===== config.mk =====
export PLATFORM = sky130hd
export DESIGN_NAME = fifo_frame_reader
export DESIGN_NICKNAME = d
export VERILOG_FILES = /design/src/rtl/fifo_frame_pkg.sv /design/src/rtl/fifo_frame_reader_ostage.sv /design/src/rtl/fifo_frame_reader.sv
export SDC_FILE = /design/constraint.sdc
export NUM_CORES = 1
export LEC_CHECK = 0
export ABC_AREA = 1
export CAP_MARGIN = 20
export CORE_MARGIN = 1.5
export CORE_UTILIZATION = 40
export CTS_CLUSTER_DIAMETER = 50
export DETAILED_ROUTE_END_ITERATION = 6
export MAX_ROUTING_LAYER = met4
export PLACE_DENSITY = 0.75
export SLEW_MARGIN = 10
export SYNTH_ARGS = -nofsm -noshare
export SYNTH_HDL_FRONTEND = slang
export SYNTH_SLANG_ARGS = --single-unit

===== constraint.sdc =====
create_clock -name clk -period 1.85 [get_ports clk]
set_input_delay 0.2775 -clock clk [delete_from_list [all_inputs] [get_ports clk]]
set_output_delay 0.2775 -clock clk [all_outputs]
set_load 0.02 [all_outputs]

===== src/rtl/fifo_frame_pkg.sv =====
// Shared types for the FIFO frame reader: parser states and header field positions.
package fifo_frame_pkg;

   typedef enum logic [1:0] {
      S_HDR  = 2'd0,
      S_PAY  = 2'd1,
      S_DROP = 2'd2
   } state_e;

   localparam int HDR_LEN_LSB = 0;

   function automatic int hdr_len_msb(input int len_w);
      return HDR_LEN_LSB + len_w - 1;
   endfunction

   // MSB for the default 8-bit length field; the top derives its own from LEN_W.
   localparam int HDR_LEN_MSB = hdr_len_msb(8);

endpackage


===== src/rtl/fifo_frame_reader_ostage.sv =====
// Output register for the frame reader: holds data/last under backpressure, clears on accept or abort.
module fifo_frame_reader_ostage #(
   parameter int WIDTH = 16
) (
   input  logic             clk,
   input  logic             rst,
   input  logic             load_i,
   input  logic             clear_i,
   input  logic [WIDTH-1:0] data_i,
   input  logic             last_i,
   input  logic             ready_i,
   output logic [WIDTH-1:0] data_o,
   output logic             valid_o,
   output logic             last_o
);

   logic [WIDTH-1:0] data_q, data_d;
   logic             valid_q, valid_d;
   logic             last_q, last_d;

   always_comb begin
      data_d  = data_q;
      valid_d = valid_q;
      last_d  = last_q;
      if (clear_i) begin
         valid_d = 1'b0;
         last_d  = 1'b0;
      end else if (load_i) begin
         data_d  = data_i;
         valid_d = 1'b1;
         last_d  = last_i;
      end else if (valid_q && ready_i) begin
         valid_d = 1'b0;
         last_d  = 1'b0;
      end
   end

   always_ff @(posedge clk) begin
      if (!rst) begin
         data_q  <= '0;
         valid_q <= 1'b0;
         last_q  <= 1'b0;
      end else begin
         data_q  <= data_d;
         valid_q <= valid_d;
         last_q  <= last_d;
      end
   end

   assign data_o  = data_q;
   assign valid_o = valid_q;
   assign last_o  = last_q;

endmodule


===== src/rtl/fifo_frame_reader.sv =====
// Parses length-prefixed frames from a FIFO and streams the payload out over valid/ready.
// Frame counter is built only when FIFO_FRAME_READER_STATS_EN is defined; otherwise frame_count is 0.
//
// state  | meaning
// S_HDR  | waiting for / popping a header word
// S_PAY  | popping payload words into the output stage
// S_DROP | discarding the rest of a flushed frame
module fifo_frame_reader
   import fifo_frame_pkg::*;
#(
   parameter int WIDTH   = 16,
   parameter int LEN_W   = 8,
   parameter int STATS_W = 16
) (
   input  logic               clk,
   input  logic               rst,
   input  logic [WIDTH-1:0]   fifo_data,
   input  logic               fifo_empty,
   output logic               fifo_re,
   input  logic               flush,
   output logic [WIDTH-1:0]   m_data,
   output logic               m_valid,
   input  logic               m_ready,
   output logic               m_last,
   output logic               busy,
   output logic [STATS_W-1:0] frame_count
);

   localparam int LEN_MSB = hdr_len_msb(LEN_W);

   state_e           state_q, state_d;
   logic [LEN_W-1:0] cnt_q, cnt_d;
   logic [LEN_W-1:0] hdr_len;
   logic             pay_load;
   logic             pay_last;
   logic             ost_clear;
   logic             frame_done;

   assign hdr_len = fifo_data[LEN_MSB:HDR_LEN_LSB];

   // fifo_re is gated by rst so nothing is popped while the block is held in reset.
   always_comb begin
      state_d    = state_q;
      cnt_d      = cnt_q;
      fifo_re    = 1'b0;
      pay_load   = 1'b0;
      pay_last   = 1'b0;
      ost_clear  = 1'b0;
      frame_done = 1'b0;
      if (rst) begin
         case (state_q)
            S_HDR: begin
               if (!fifo_empty) begin
                  fifo_re = 1'b1;
                  cnt_d   = hdr_len;
                  if (hdr_len != '0) state_d = S_PAY;
               end
            end
            S_PAY: begin
               if (flush) begin
                  ost_clear = 1'b1;
                  state_d   = (cnt_q != '0) ? S_DROP : S_HDR;
               end else if (!fifo_empty && (!m_valid || m_ready)) begin
                  fifo_re  = 1'b1;
                  pay_load = 1'b1;
                  pay_last = (cnt_q == LEN_W'(1));
                  cnt_d    = cnt_q - LEN_W'(1);
                  if (pay_last) begin
                     state_d    = S_HDR;
                     frame_done = 1'b1;
                  end
               end
            end
            S_DROP: begin
               if (!fifo_empty) begin
                  fifo_re = 1'b1;
                  cnt_d   = cnt_q - LEN_W'(1);
                  if (cnt_q == LEN_W'(1)) state_d = S_HDR;
               end
            end
            default: state_d = S_HDR;
         endcase
      end
   end

   always_ff @(posedge clk) begin
      if (!rst) begin
         state_q <= S_HDR;
         cnt_q   <= '0;
      end else begin
         state_q <= state_d;
         cnt_q   <= cnt_d;
      end
   end

   fifo_frame_reader_ostage #(
      .WIDTH(WIDTH)
   ) u_ostage (
      .clk     (clk),
      .rst     (rst),
      .load_i  (pay_load),
      .clear_i (ost_clear),
      .data_i  (fifo_data),
      .last_i  (pay_last),
      .ready_i (m_ready),
      .data_o  (m_data),
      .valid_o (m_valid),
      .last_o  (m_last)
   );

   assign busy = (state_q != S_HDR);

`ifdef FIFO_FRAME_READER_STATS_EN
   logic [STATS_W-1:0] frames_q, frames_d;

   assign frames_d = frame_done ? frames_q + STATS_W'(1) : frames_q;

   always_ff @(posedge clk) begin
      if (!rst) frames_q <= '0;
      else      frames_q <= frames_d;
   end

   assign frame_count = frames_q;
`else
   logic unused_frame_done;
   assign unused_frame_done = frame_done;
   assign frame_count       = '0;
`endif

endmodule


==> Flow_metrics.wiki, run 1 <==
{| class="wikitable"
! Metric !! Value
|-
| Finish-stage setup viols || 0
|-
| Total chip power || 2160 µW
|-
| H-tree level count || 1
|-
| Total vias in the final route || roughly 1.6k
|-
| Count leader, synth || sky130_fd_sc_hd__nand2_1
|-
| Largest incremental delay on the critical path || 0.34 ns
|-
| Run status || finished, final reports clean
|-
| Wire length of the first global-routing pass || roughly 6000 µm
|-
| Post-layout instance area || 2230 µm²
|-
| Global route overflow || 0
|-
| Instance count after placement with tap cells included || 340
|-
| Share of the yosys chip area belonging to registers || 0.343
|-
| Number of synthesized flops with an enable pin || 0
|-
| Cell-by-cell listing of the critical path || inv_2 > ha_4 > inv_2 > nor2_4 > nand3_4 > inv_2 > a21oi_2 > nor3_2 > buf_4
|-
| Full die area || approximately 4500 µm²
|-
| Post-Syn Area per Cell || 6.79 µm²
|-
| Biggest area consumer among synthesized cells || sky130_fd_sc_hd__dfxtp_1
|-
| Largest net degree at the start of global routing || 20
|-
| Vert. Die Dim || between 60 and 70 µm
|-
| Cells after synthesis || 241
|-
| Final setup skew || a little under 0.008 ns
|-
| Drt first pass iters || 4
|-
| PwrDens || slightly below 1000 nW/µm²
|-
| Maximum resistive drop on vdd || between 400 and 500 µV
|-
| Area of the core || ~4000 µm²
|-
| Seq cells post-synth || 28
|-
| Met3 Use GR || 0.0253
|-
| Remaining DRCs || 0
|-
| Mapped cell area || 1640 µm²
|-
| Top_reg_cell synth || sky130_fd_sc_hd__dfxtp_1
|-
| Combinational family with the most area after synthesis || simple AND/OR/NAND/NOR gates
|-
| Sum of net half-perimeters after detailed placement || 2790 µm
|-
| Number of hold buffers added after cts || 0
|-
| I/O Buffers || 40
|-
| Setup Crit Path Kind || reg2out
|-
| Number of antenna violations at the first check in global routing || 0
|-
| Worst slack at placement || -0.297 ns
|-
| Post-synthesis share of cell area spent on and, or, nand and nor gates || 0.282
|-
| Placed instance area || between 2000 and 2500 µm²
|-
| Area share of the leading cell type in the synthesized netlist || 0.343
|-
| Share of flip-flops with an asynchronous set or reset || 0
|-
| Die Width || roughly 67 µm
|-
| Fill cell count || 400
|-
| Unique masters post-synth || 26
|-
| Critical Path Sink Type || output pin
|-
| Post-Layout Cell Count || 346
|-
| Data required time of the critical path || 1.57 ns
|-
| Routing usage on met1 || 0.210
|-
| Arrival time of the worst setup path || around 1.5 ns
|-
| Residual antenna-violating net count after detailed routing || 0
|-
| Area growth from synthesis to layout || 36.3%
|-
| Wire length after detailed routing || 3800 µm
|-
| Leading post-synthesis cells by cell area || sky130_fd_sc_hd__dfxtp_1 (34%), sky130_fd_sc_hd__nand2_1 (15%), sky130_fd_sc_hd__a21oi_1 (9.2%)
|-
| Hold Crit Class || reg2reg
|-
| Warning count from the yosys run || 0
|-
| Met2 Usage GRT || 0.294
|-
| # diodes || 0
|-
| Min cycle time layout || 1.79 ns
|-
| Top Ports || 57
|-
| Number of max-cap violations || 0
|-
| CTS Root Buffer Type || sky130_fd_sc_hd__clkbuf_8
|-
| Number of cell rows || 23
|-
| Worst-path cell with the longest stage delay || sky130_fd_sc_hd__dfxtp_2
|-
| Post-layout nets || between 300 and 400
|-
| Clock-pin slew of the registers on the worst-case setup and hold paths || 0.10 ns
|-
| Part of the cycle the worst path needs || 0.967
|-
| Routability congestion estimate from global placement || 0.835
|-
| Crit-path most repeated cell || sky130_fd_sc_hd__inv_2
|-
| Maximum clock insertion buffer count || 2
|-
| Most used standard cells in the synthesized netlist || sky130_fd_sc_hd__nand2_1 (64), sky130_fd_sc_hd__a21oi_1 (30), sky130_fd_sc_hd__dfxtp_1 (28), sky130_fd_sc_hd__nor2_1 (23), sky130_fd_sc_hd__inv_1 (22)
|-
| Number of violations reported at the end of detailed-routing iteration 0 || 49
|-
| Global route hottest layer || met2
|-
| Final hold violation count || 0
|-
| Final core utilization || 0.561
|-
| Share of cell area taken by muxes after synthesis || 0
|-
| Critical path launch point type || flop
|-
| Number of sinks driven by the clock tree || 28
|-
| Top fanout value on the critical path || 2
|-
| Layout cell share with drive strength beyond 1 || 0.152
|-
| Routed length per instance || 11.0 µm
|-
| Complex-gate fraction of the synthesized area || 0.163
|-
| Clock latency on the worst-skew pair || 0.28 ns
|-
| Max Transition Viols Final || 0
|-
| Detail-routed via count per cell || 4.61
|-
| Worst setup slack after layout || 0.0605 ns
|-
| Upper clock frequency limit || roughly 0.56 GHz
|-
| TritonCTS clock tree || yes
|-
| Static Leakage || about 0.00097 µW
|-
| Effective utilization at floorplan || 0.412
|-
| Post-Synth Adder-Cell Area || 0.0536
|-
| All-Layer GR Usage || 0.174
|-
| Number of global-route vias before repair || 1,502
|-
| Xor and xnor area share after synthesis || 0
|-
| Number of CTS-inserted buffers || 3
|}
==> sequential cells by signal, indices dropped and copies added, names as in the netlist <==
name / count
u_ostage.data_o: 16
cnt_q: 8
state_q: 2
u_ostage.last_o: 1
u_ostage.valid_o: 1
==> through the flow <==
stage / setup TNS (ns) / hold slack (ns)
after global placement: -0.248 / 0.454
final: 0 / 0.469
after floorplan: 0 / 0.420
after CTS: 0 / 0.470
after global routing: -0.0200 / 0.483
after detailed placement: -0.297 / 0.455
==> worst max-delay path: cells and delay by family, from the launching register on <==
kind                     cells  cell delay [ns]
AO/OA/AOI/OAI                1             0.04
flip-flops                   1             0.34
AND/OR/NAND/NOR              3             0.37
buffers and inverters        4             0.35
adder cells (fa/ha/maj)      1             0.13
==> where the power goes <==
group          internal [µW]  leakage [µW]  switching [µW]
clock network            290     0.0000357             203
registers                679      0.000229            59.1
logic                    375      0.000703             553
total                   1340      0.000968             816
==> final cells by class <==
type,count,area (µm²),share of cell area
clock buffer,3,41.3,0.0185
clock inverter,1,30.0,0.0135
inverter,28,105,0.0471
multi-input combinational,178,896,0.402
sequential,28,563,0.253
tap,50,62.6,0.0281
timing repair buffer,58,532,0.238
==> cell usage in the layout, fill, tap and decap left out, types with 2 or more instances in the layout <==
cell	netlist	routed
sky130_fd_sc_hd__a21oi_1	30	29
sky130_fd_sc_hd__inv_1	22	21
sky130_fd_sc_hd__clkbuf_8	0	3
sky130_fd_sc_hd__dfxtp_2	0	2
sky130_fd_sc_hd__o21ai_1	5	5
sky130_fd_sc_hd__conb_1	1	16
sky130_fd_sc_hd__ha_1	7	5
sky130_fd_sc_hd__inv_2	5	6
sky130_fd_sc_hd__buf_4	18	19
sky130_fd_sc_hd__dfxtp_1	28	26
sky130_fd_sc_hd__nand3_1	9	9
sky130_fd_sc_hd__nand2_2	2	3
sky130_fd_sc_hd__clkdlybuf4s50_1	0	38
sky130_fd_sc_hd__nand2_1	64	63
sky130_fd_sc_hd__o21ai_0	11	11
sky130_fd_sc_hd__nor2_1	23	23
sky130_fd_sc_hd__nor2_2	2	2
==> logic make-up (layout without fill, tap and decap cells) <==
| logic type | Yosys count | in the layout |
|---|---|---|
| compound gates | 49 | 49 |
| fa+ha+maj | 7 | 7 |
| simple gates | 106 | 106 |
| other cells | 1 | 16 |
| buf+inv | 50 | 90 |
| flops | 28 | 28 |
==> metal layers <==
layer  share of wire  vias to the layer above
met3           0.043                        5
met2            0.49                       48
met5               0                        -
met1            0.46                      704
li1                -                      838
met4           0.010                        0
==> what timing repair did <==
action                                  CTS  global route
pin swaps                                 0             2
gates resized for setup                   5             9
endpoints found under the setup margin    2             1
setup buffers                             0             2
==> path summary, 6_finish.rpt <==
kind                                          from                          endpoint  slack [ns]  cells after the start
hold reg to reg   u_ostage.data_o[14]$_SDFFE_PN0P_  u_ostage.data_o[14]$_SDFFE_PN0P_        0.47                      2
hold / removal    u_ostage.data_o[14]$_SDFFE_PN0P_  u_ostage.data_o[14]$_SDFFE_PN0P_        0.47                      2
setup / recovery           state_q[1]$_SDFFE_PN0P_                           fifo_re        0.06                      9
setup reg to reg           state_q[1]$_SDFFE_PN0P_             cnt_q[0]$_SDFFE_PN0P_        0.19                     11
No activity file was read; power rests on OpenSTA's default activity.
==> run 2: changes to the inputs <==
--- a/config.mk
+++ b/config.mk
@@ -12,8 +12,9 @@
 export CTS_CLUSTER_DIAMETER = 50
 export DETAILED_ROUTE_END_ITERATION = 6
 export MAX_ROUTING_LAYER = met4
-export PLACE_DENSITY = 0.75
+export PLACE_DENSITY = 0.74
 export SLEW_MARGIN = 10
 export SYNTH_ARGS = -nofsm -noshare
 export SYNTH_HDL_FRONTEND = slang
+export SYNTH_HIERARCHICAL = 1
 export SYNTH_SLANG_ARGS = --single-unit
==> run 2 against run 1 <==
Compared with the run above:
- clock skew fell by 0.0037 ns
- cell count rose by 10%
- largest power group unchanged
- hold slack got worse by 0.0022 ns
- critical path type unchanged
- global-route usage fell by 0.25 points
- wire length rose by 11%
- register-to-register slack got worse by 0.06 ns
- critical endpoint unchanged
- critical path depth fell by 1
- synthesized cell count rose by 15%
- highest routed layer unchanged
- via count rose by 11%
==> Flow_metrics.wiki, run 2 <==
{| class="wikitable"
! Metric !! Value
|-
| Run status || finished, final reports clean
|-
| Full die area || 4910 µm²
|-
| Wire length after detailed routing || roughly 4200 µm
|-
| Area of the core || ~4400 µm²
|-
| Detail-routed via count per cell || 4.62
|-
| Routability congestion estimate from global placement || 0.928
|-
| FF/Latch Area || 563 µm²
|-
| Share of the yosys chip area belonging to registers || 0.312
|-
| Drt first pass iters || 4
|-
| Cells after synthesis || 278
|-
| Reg2Reg Launch Point || state_q[1]$_SDFFE_PN0P_
|-
| Most used standard cells in the synthesized netlist || sky130_fd_sc_hd__nand2_1 (60), sky130_fd_sc_hd__nor2_1 (48), sky130_fd_sc_hd__inv_1 (34), sky130_fd_sc_hd__dfxtp_1 (28), sky130_fd_sc_hd__nand3_1 (24)
|-
| Seq cells post-synth || 28
|-
| Residual antenna-violating net count after detailed routing || 0
|-
| Number of cell rows || 24
|-
| Part of the total power dissipated in the clock network || 0.191
|-
| Minimum setup slack among reg-to-reg paths || approximately 0.13 ns
|-
| Switching pwr || around 810 µW
|-
| Number of sinks driven by the clock tree || 28
|-
| Final setup skew || ~0.0042 ns
|-
| Hold Crit Class || reg2reg
|-
| Number of antenna violations at the first check in global routing || 0
|-
| Global route overflow || 0
|-
| Unique masters post-synth || 29
|-
| Mapped cell area || 1800 µm²
|-
| I/O Buffers || 40
|-
| Effective utilization at floorplan || 0.413
|-
| Switch share || 0.400
|-
| Clock-pin slew of the registers on the worst-case setup and hold paths || 0.10 ns
|-
| Remaining DRCs || 0
|-
| Number of max-cap violations || 0
|-
| Internal power contribution || approximately 1200 µW
|-
| Layout cell share with drive strength beyond 1 || 0.133
|-
| Die Width || 70.0 µm
|-
| Final core utilization || 0.539
|-
| Leading cell type in the layout, fill and taps excluded || sky130_fd_sc_hd__nand2_1
|-
| # diodes || 0
|-
| PwrDens || 863 nW/µm²
|-
| Unrepaired setup endpoints after global routing || true
|-
| Number of global-route vias before repair || 1,512
|-
| Wire length of the first global-routing pass || slightly below 7000 µm
|-
| Largest net degree at the start of global routing || 23
|-
| Finish-stage setup viols || 0
|-
| Maximum resistive drop on vdd || 503 µV
|-
| All-Layer GR Usage || 0.172
|-
| Area growth from synthesis to layout || 30.6%
|-
| Length in cells of the worst reg-to-reg path || 12
|-
| Share of flip-flops with an asynchronous set or reset || 0
|-
| Final-layout worst hold slack || around 0.47 ns
|-
| Sum of net half-perimeters after detailed placement || about 3100 µm
|-
| Part of the cycle the worst path needs || 0.972
|-
| Setup Crit Path Kind || reg2out
|-
| Maximum clock insertion buffer count || 2
|-
| Leading post-synthesis cells by cell area || sky130_fd_sc_hd__dfxtp_1 (31%), sky130_fd_sc_hd__nand2_1 (13%), sky130_fd_sc_hd__nor2_1 (10%)
|-
| Commonest non-fill, non-tap cells in the layout || sky130_fd_sc_hd__nand2_1 (60), sky130_fd_sc_hd__nor2_1 (47), sky130_fd_sc_hd__clkdlybuf4s50_1 (38), sky130_fd_sc_hd__inv_1 (34), sky130_fd_sc_hd__dfxtp_1 (26)
|-
| Top Ports || 57
|-
| Post-Syn Area per Cell || 6.47 µm²
|-
| Routed length per instance || between 10 and 15 µm
|-
| CTS Root Buffer Type || sky130_fd_sc_hd__clkbuf_8
|-
| TritonCTS clock tree || yes
|-
| Count leader, synth || sky130_fd_sc_hd__nand2_1
|-
| Portion of total power attributed to sequential cells || 0.362
|-
| Static Leakage || 0.00108 µW
|-
| Clock latency on the worst-skew pair || 0.28 ns
|-
| Critical Path Sink Type || output pin
|-
| Arrival time of the worst setup path || around 1.5 ns
|-
| Max Transition Viols Final || 0
|-
| Data required time of the critical path || 1.57 ns
|-
| R2r endpoint || u_ostage/data_o[1]$_SDFFE_PN0P_
|-
| Number of synthesized flops with an enable pin || 0
|-
| Number of violations reported at the end of detailed-routing iteration 0 || 140
|-
| Biggest area consumer among synthesized cells || sky130_fd_sc_hd__dfxtp_1
|-
| Cell depth of the worst min-delay path || 2
|-
| Post-layout nets || approximately 360
|-
| Total vias in the final route || 1,763
|-
| Total setup buffers inserted after CTS || 0
|-
| Number of CTS-inserted buffers || 3
|-
| Vert. Die Dim || roughly 70 µm
|-
| Fill cell count || 420
|-
| Flip-flop count of the largest register, all copies and words added || 16
|-
| Final hold violation count || 0
|-
| Area share of the leading cell type in the synthesized netlist || 0.312
|-
| Hold_sp || cnt_q[6]$_SDFFE_PN0P_
|-
| Top fanout value on the critical path || 3
|-
| Warning count from the yosys run || 6
|-
| H-tree level count || 1
|-
| Upper clock frequency limit || 0.556 GHz
|-
| Top_reg_cell synth || sky130_fd_sc_hd__dfxtp_1
|-
| Worst-case hold path end point || cnt_q[6]$_SDFFE_PN0P_
|-
| Area occupied by multi-input gates || 970 µm²
|-
| Min cycle time layout || 1.80 ns
|-
| Power share of the combinational group || 0.447
|-
| Critical path launch point type || flop
|}
-- run 2: power by group through the flow --
| stage | Clock, µW | Sequential [µW] | Combinational, µW |
|---|---|---|---|
| after global placement | 0 | 743 | 878 |
| after CTS | 400 | 730 | 894 |
| after global routing | 421 | 744 | 1010 |
| after floorplan | 0 | 753 | 629 |
| after detailed placement | 0 | 744 | 898 |
| final | 388 | 733 | 905 |
-- run 2: layout make-up --
type                    instances  area share
multi-input cells             199       0.413
flip-flops and latches         28       0.240
repair buffers                 57       0.229
inverters                      42      0.0671
well taps                      52      0.0277
clock buffers                   4      0.0234
-- run 2: timing repair --
item	in CTS	in global routing
pin swaps	0	0
hold buffers	0	0
endpoints found under the hold margin	0	0
setup endpoints to repair	2	18
resized for setup	5	6
-- run 2: worst max-delay path by stage --
stage / startpoint / end / slack (ns) / cells after the start
5_1_grt: state_q[1]$_SDFFE_PN0P_ / fifo_re / -0.02 / 8
6_report: state_q[1]$_SDFFE_PN0P_ / fifo_re / 0.05 / 8
3_5_place_dp: flush / fifo_re / -0.30 / 7
4_1_cts: state_q[1]$_SDFFE_PN0P_ / busy / 0.004 / 6
2_1_floorplan: state_q[1]$_SDFFE_PN0P_ / u_ostage/data_o[0]$_SDFFE_PN0P_ / 0.20 / 12
3_3_place_gp: m_ready / fifo_re / -0.27 / 8
-- run 2: per-layer routing --
layer  vias up  global-route usage  part of all wire
met3         2              0.0361             0.041
met4         0              0.0299            0.0055
met1       786               0.225              0.48
li1        930                   -                 -
met2        45               0.279              0.47
met5         -                   -                 0
-- run 2: cell families after synthesis --
group / after synthesis / share of synthesized area
AND/OR/NAND/NOR: 147 / 0.369
buffers and inverters: 66 / 0.183
AO/OA/AOI/OAI: 30 / 0.0926
flip-flops: 28 / 0.312
adder cells (fa/ha/maj): 6 / 0.0418
other: 1 / 0.00209
-- run 2: critical path: stages, from the launching register on --
cell,delay (ns)
sky130_fd_sc_hd__dfxtp_2,0.34
sky130_fd_sc_hd__inv_1,0.05
sky130_fd_sc_hd__buf_4,0.13
sky130_fd_sc_hd__ha_1,0.18
sky130_fd_sc_hd__inv_2,0.10
sky130_fd_sc_hd__nand2_8,0.06
sky130_fd_sc_hd__a31oi_1,0.17
sky130_fd_sc_hd__nor2_1,0.06
sky130_fd_sc_hd__buf_4,0.15
-- run 2: through the flow --
stage	setup slack [ns]	total power, µW	cells	setup TNS (ns)	instance area, µm²
floorplan	0.200	1380	293	0	1850
global placement	-0.275	1620	378	-0.433	2290
detailed placement	-0.300	1640	378	-1.08	2290
CTS	0.00407	2020	382	0	2340
global route	-0.0218	2170	382	-0.0362	2350
finish	0.0519	2030	382	0	2350
==> run 3: changes to the inputs <==
--- a/config.mk
+++ b/config.mk
@@ -9,7 +9,6 @@
 export CAP_MARGIN = 20
 export CORE_MARGIN = 1.5
 export CORE_UTILIZATION = 40
-export CTS_CLUSTER_DIAMETER = 50
 export DETAILED_ROUTE_END_ITERATION = 6
 export MAX_ROUTING_LAYER = met4
 export PLACE_DENSITY = 0.74
==> results of run 3 <==
The final DEF is identical to that of run 2; final timing and power are the same.
